`config.mk`:
```
export PLATFORM = sky130hd
export DESIGN_NAME = vespa_asm_input_rx
export DESIGN_NICKNAME = d
export VERILOG_FILES = /design/src/rtl/vespa_asm_input_rx.sv
export SDC_FILE = /design/constraint.sdc
export NUM_CORES = 1
export LEC_CHECK = 0
export ABC_AREA = 1
export BUFFER_PORTS_ARGS = -buffer_cell sky130_fd_sc_hd__buf_2
export CORE_ASPECT_RATIO = 1.2
export CORE_MARGIN = 2
export CORE_UTILIZATION = 51
export DETAILED_ROUTE_END_ITERATION = 10
export PLACE_DENSITY = 0.75
export SKIP_CTS_REPAIR_TIMING = 1
export SLEW_MARGIN = 25
export SYNTH_ARGS = -nofsm -noshare
export SYNTH_HDL_FRONTEND = slang
export SYNTH_SLANG_ARGS = --single-unit
```
`constraint.sdc`:
```
create_clock -name CELCLK -period 1.4 [get_ports CELCLK]
set_input_delay 0.28 -clock CELCLK [delete_from_list [all_inputs] [get_ports CELCLK]]
set_output_delay 0.28 -clock CELCLK [all_outputs]
set_load 0.01 [all_outputs]
```
`src/rtl/vespa_asm_input_rx.sv`:
```
// Receive end of the asm output path: synchronizes the gated strobe, measures pulse
// width, rejects glitches, detects a missing response and hands events over valid/ready.
module vespa_asm_input_rx #(
   parameter int SYNC_STAGES = 2,
   parameter int MIN_WIDTH   = 2,
   parameter int TIMEOUT     = 64,
   parameter int CNT_W       = 8
) (
   input  logic             CELCLK,
   input  logic             CELRST,
   input  logic             CELV,
   input  logic             CELG,
   input  logic             CELSUB,
   input  logic             i,
   input  logic             tstate,
   output logic             evt_valid,
   input  logic             evt_ready,
   output logic [CNT_W-1:0] evt_width,
   output logic             evt_timeout,
   output logic             ovf,
   input  logic             ovf_clr,
   output logic             busy
);

   typedef enum logic [1:0] {IDLE, ARMED, PULSE, HOLD} state_t;

   localparam logic [CNT_W-1:0] WIDTH_MAX    = '1;
   localparam logic [CNT_W-1:0] TIMEOUT_LAST = CNT_W'(TIMEOUT - 1);
   localparam logic [CNT_W-1:0] MIN_W        = CNT_W'(MIN_WIDTH);

   state_t               state, state_nxt;
   logic [SYNC_STAGES-1:0] sync;
   logic                 si, si_d, rise;
   logic [CNT_W-1:0]     wait_cnt, wait_nxt;
   logic [CNT_W-1:0]     width, width_nxt;
   logic                 timeout_flag, timeout_nxt;
   logic                 ovf_q, ovf_set;

   // Supply/ground/substrate ties carry no logic; folded here so they are not dangling.
   logic unused_ties;
   assign unused_ties = CELV ^ CELG ^ CELSUB;

   assign si   = sync[SYNC_STAGES-1];
   assign rise = si & ~si_d;

   // NOTE: sequential state uses non-blocking assignments so every flop samples
   // the pre-edge value of its neighbours, which is what makes the shift chain work.
   always_ff @(posedge CELCLK or posedge CELRST) begin
      if (CELRST) begin
         sync <= '0;
         si_d <= 1'b0;
      end else begin
         sync <= {sync[SYNC_STAGES-2:0], i};
         si_d <= si;
      end
   end

   // NOTE: every output of this block gets a default first, so no path leaves a
   // variable unassigned and no latch is inferred.
   always_comb begin
      state_nxt   = state;
      wait_nxt    = wait_cnt;
      width_nxt   = width;
      timeout_nxt = timeout_flag;
      ovf_set     = 1'b0;
      unique case (state)
         IDLE: begin
            wait_nxt = '0;
            if (tstate) state_nxt = ARMED;
         end
         ARMED: begin
            wait_nxt = wait_cnt + CNT_W'(1);
            if (!tstate) begin
               state_nxt = IDLE;
            end else if (rise) begin
               state_nxt   = PULSE;
               width_nxt   = CNT_W'(1);
               timeout_nxt = 1'b0;
            end else if (wait_cnt == TIMEOUT_LAST) begin
               state_nxt   = HOLD;
               width_nxt   = '0;
               timeout_nxt = 1'b1;
            end
         end
         PULSE: begin
            if (si) begin
               if (width != WIDTH_MAX) width_nxt = width + CNT_W'(1);
            end else if (width >= MIN_W) begin
               state_nxt   = HOLD;
               timeout_nxt = 1'b0;
            end else begin
               // Too short: discard silently and resume waiting.
               state_nxt = tstate ? ARMED : IDLE;
               wait_nxt  = '0;
            end
         end
         HOLD: begin
            ovf_set = rise;
            if (evt_ready) begin
               state_nxt = tstate ? ARMED : IDLE;
               wait_nxt  = '0;
            end
         end
         default: state_nxt = IDLE;
      endcase
   end

   always_ff @(posedge CELCLK or posedge CELRST) begin
      if (CELRST) begin
         state        <= IDLE;
         wait_cnt     <= '0;
         width        <= '0;
         timeout_flag <= 1'b0;
         ovf_q        <= 1'b0;
      end else begin
         state        <= state_nxt;
         wait_cnt     <= wait_nxt;
         width        <= width_nxt;
         timeout_flag <= timeout_nxt;
         // A dropped pulse outranks a simultaneous clear.
         if (ovf_set)      ovf_q <= 1'b1;
         else if (ovf_clr) ovf_q <= 1'b0;
      end
   end

   assign evt_valid   = (state == HOLD);
   assign busy        = (state != IDLE);
   assign evt_width   = width;
   assign evt_timeout = timeout_flag;
   assign ovf         = ovf_q;

endmodule

```
==> results.json <==
{
  "status": "finished with violations",
  "critPathCaptureType": "output pin",
  "total_power_mw": 2.566,
  "synth_top_cells_by_count": "nand2_1 (76), dfrtp_1 (23), inv_1 (23)",
  "path_max_fanout": 5,
  "fill_cells": 253,
  "violations": "hold timing",
  "synth.avg_cell_area_um2": 6.932,
  "cp.arrival_ps": 1120,
  "synthArstFlopShare": 1.000,
  "synth_nets": 221,
  "min_path_type": "in -> async",
  "cts_sinks": 23,
  "slew_headroom": 0.8024,
  "register_area_um2": 580.6,
  "ant_nets": 0,
  "finalWorstPathRequiredPeriod_ps": 1398,
  "chipWidth_um": 52.66,
  "hold_viol_final": 23,
  "num_vias": 1383,
  "fin_worst_skew_ps": 11.82,
  "core_um2": 2759,
  "max_cap_violations": 0,
  "tritoncts": "yes",
  "timing.fmax_ghz": 0.7151,
  "dr_wl_met3_um": 66,
  "die_h_um": 62.39,
  "grt_usage": 0.2043,
  "powerDensity_nw_per_um2": 1375,
  "rows": 21,
  "period_share": 0.9988,
  "finalMaxSlewViolations": 0,
  "synth_edf_count": 0,
  "dp_hpwl_um": 2406,
  "crit_type": "reg -> out",
  "met2_wirelength_um": 1693,
  "cts_inserted_buffers": 3,
  "start_util": 0.5252,
  "fin_nets": 263,
  "grt_pass1_wl_um": 5271,
  "ys.flop_type": "dfrtp_1",
  "ir_drop_mv": 1.026,
  "vias_per_cell": 4.870,
  "grt_pass1_vias": 1292,
  "yosys_warnings": 0,
  "ys_ff_latch": 23,
  "holdWs_ps": -20.98,
  "cp-start-kind": "flop",
  "cp.required_ps": 1120,
  "area_growth_pct": 28.76,
  "leakagePower_nw": 0.9957,
  "drt_wl_total_um": 3173,
  "post_drt_wl_per_cell_um": 11.17,
  "yosysTopAreaCellShare": 0.3972,
  "clock_path_buffers": 2,
  "antenna_cells": 0,
  "rsz0062_at_grt": "yes",
  "route.detailed.drc": 0,
  "syn_area_um2": 1449,
  "worstMarginPinSlew_ps": 296.5,
  "dieArea_um2": 3285,
  "multi_input_area_um2": 843.3,
  "synth_cell_types": 24,
  "highest_layer": "met4",
  "clkLatencyLatePin_ps": 310,
  "synthTopCellsByArea": "dfrtp_1 (40%), nand2_1 (20%), inv_1 (6.0%)",
  "drt_iter0_drc": 22,
  "wl_met1_um": 1365,
  "final.setup.tns_ps": 0,
  "drt_pass1_iterations": 4,
  "ctsRootBufferMaster": "clkbuf_4",
  "finalSetupViolCount": 0,
  "seq_area_frac_synth": 0.3972,
  "io_pins": 21,
  "synth_top_area_cell": "dfrtp_1",
  "synth_most_common_cell": "nand2_1",
  "gp_congestion": 0.8199,
  "io_buffers": 17,
  "syn_inst": 209,
  "cts.htree.levels": 1,
  "antenna_found_initial": 0,
  "grt_max_degree": 24,
  "grt_remaining_overflow": 0,
  "path_clk_slew_ps": 140,
  "drive_gt1_frac": 0.3640
}
-- kinds of logic (layout without fill, tap and decap cells) --
family / count (synthesis) / count (layout) / share of synthesized area
buffers and inverters: 31 / 72 / 0.08204
AND/OR/NAND/NOR: 134 / 134 / 0.4154
AO/OA/AOI/OAI: 14 / 14 / 0.05526
flip-flops: 23 / 23 / 0.3972
adder cells (fa/ha/maj): 3 / 3 / 0.02591
XOR/XNOR: 4 / 4 / 0.02418
-- worst paths after layout --
kind	start	end	slack (ps)	cells past startpoint
min	CELRST	wait_cnt[6]	-20	3
min reg2reg	sync[0]	sync[1]	370	0
max reg2reg	state[1]	evt_width[6]	2	10
min in group CELCLK	i	sync[0]	60	1
max in group asynchronous	CELRST	evt_width[0]	1180	3
max	state[0]	busy	2	3
-- registers in the layout (all words and copies together) (netlist names) --
name / cells
si_d: 1
state: 2
wait_cnt: 8
evt_width: 8
ovf: 1
sync: 2
evt_timeout: 1
-- cell usage in the layout, fill, tap and decap left out, drive strengths merged, types with 2 or more instances in the layout --
cell	count
nand2	85
nand3	18
xor2	2
buf	37
clkbuf	3
inv	31
dfrtp	23
o21bai	2
ha	3
o21ai	7
a21oi	3
or2	2
nor2	25
nand4	3
xnor2	2
-- worst max-delay path: stages (launching register included) --
cell     delay [ps]
dfrtp_2         490
inv_1            90
nand2_1          80
buf_2           150
-- layout make-up --
type,count,area share
well taps,34,0.02280
multi-input cells,155,0.4520
inverters,31,0.06372
clock buffers,3,0.01207
clock inverters,1,0.004024
flip-flops and latches,23,0.3112
repair buffers,37,0.1341
-- metal layers --
layer | track usage | up-vias
li1 | - | 727
met1 | 0.2477 | 632
met2 | 0.3703 | 18
met3 | 0.02871 | 6
met4 | 0.04487 | 0
met5 | 0 | -
-- power by group --
| group | internal [mW] | leakage (nW) | switching, mW |
|---|---|---|---|
| clock network | 0.109 | 0.0139 | 0.211 |
| logic | 0.553 | 0.682 | 0.815 |
| registers | 0.771 | 0.300 | 0.106 |
-- through the flow --
step	instance area (µm²)	util	instances	setup slack [ps]	hold slack, ps
after CTS	1750	0.6345	283	-83.52	-16.38
final	1866	0.6762	284	1.636	-20.98
after global placement	1720	0.6236	279	24.34	331.4
after global routing	1866	0.6762	284	-77.72	10.77
after detailed placement	1720	0.6236	279	-0.9381	337.2
after floorplan	1450	-	209	1.058	281.9
Note: power is estimated with default switching activity, not from simulation.
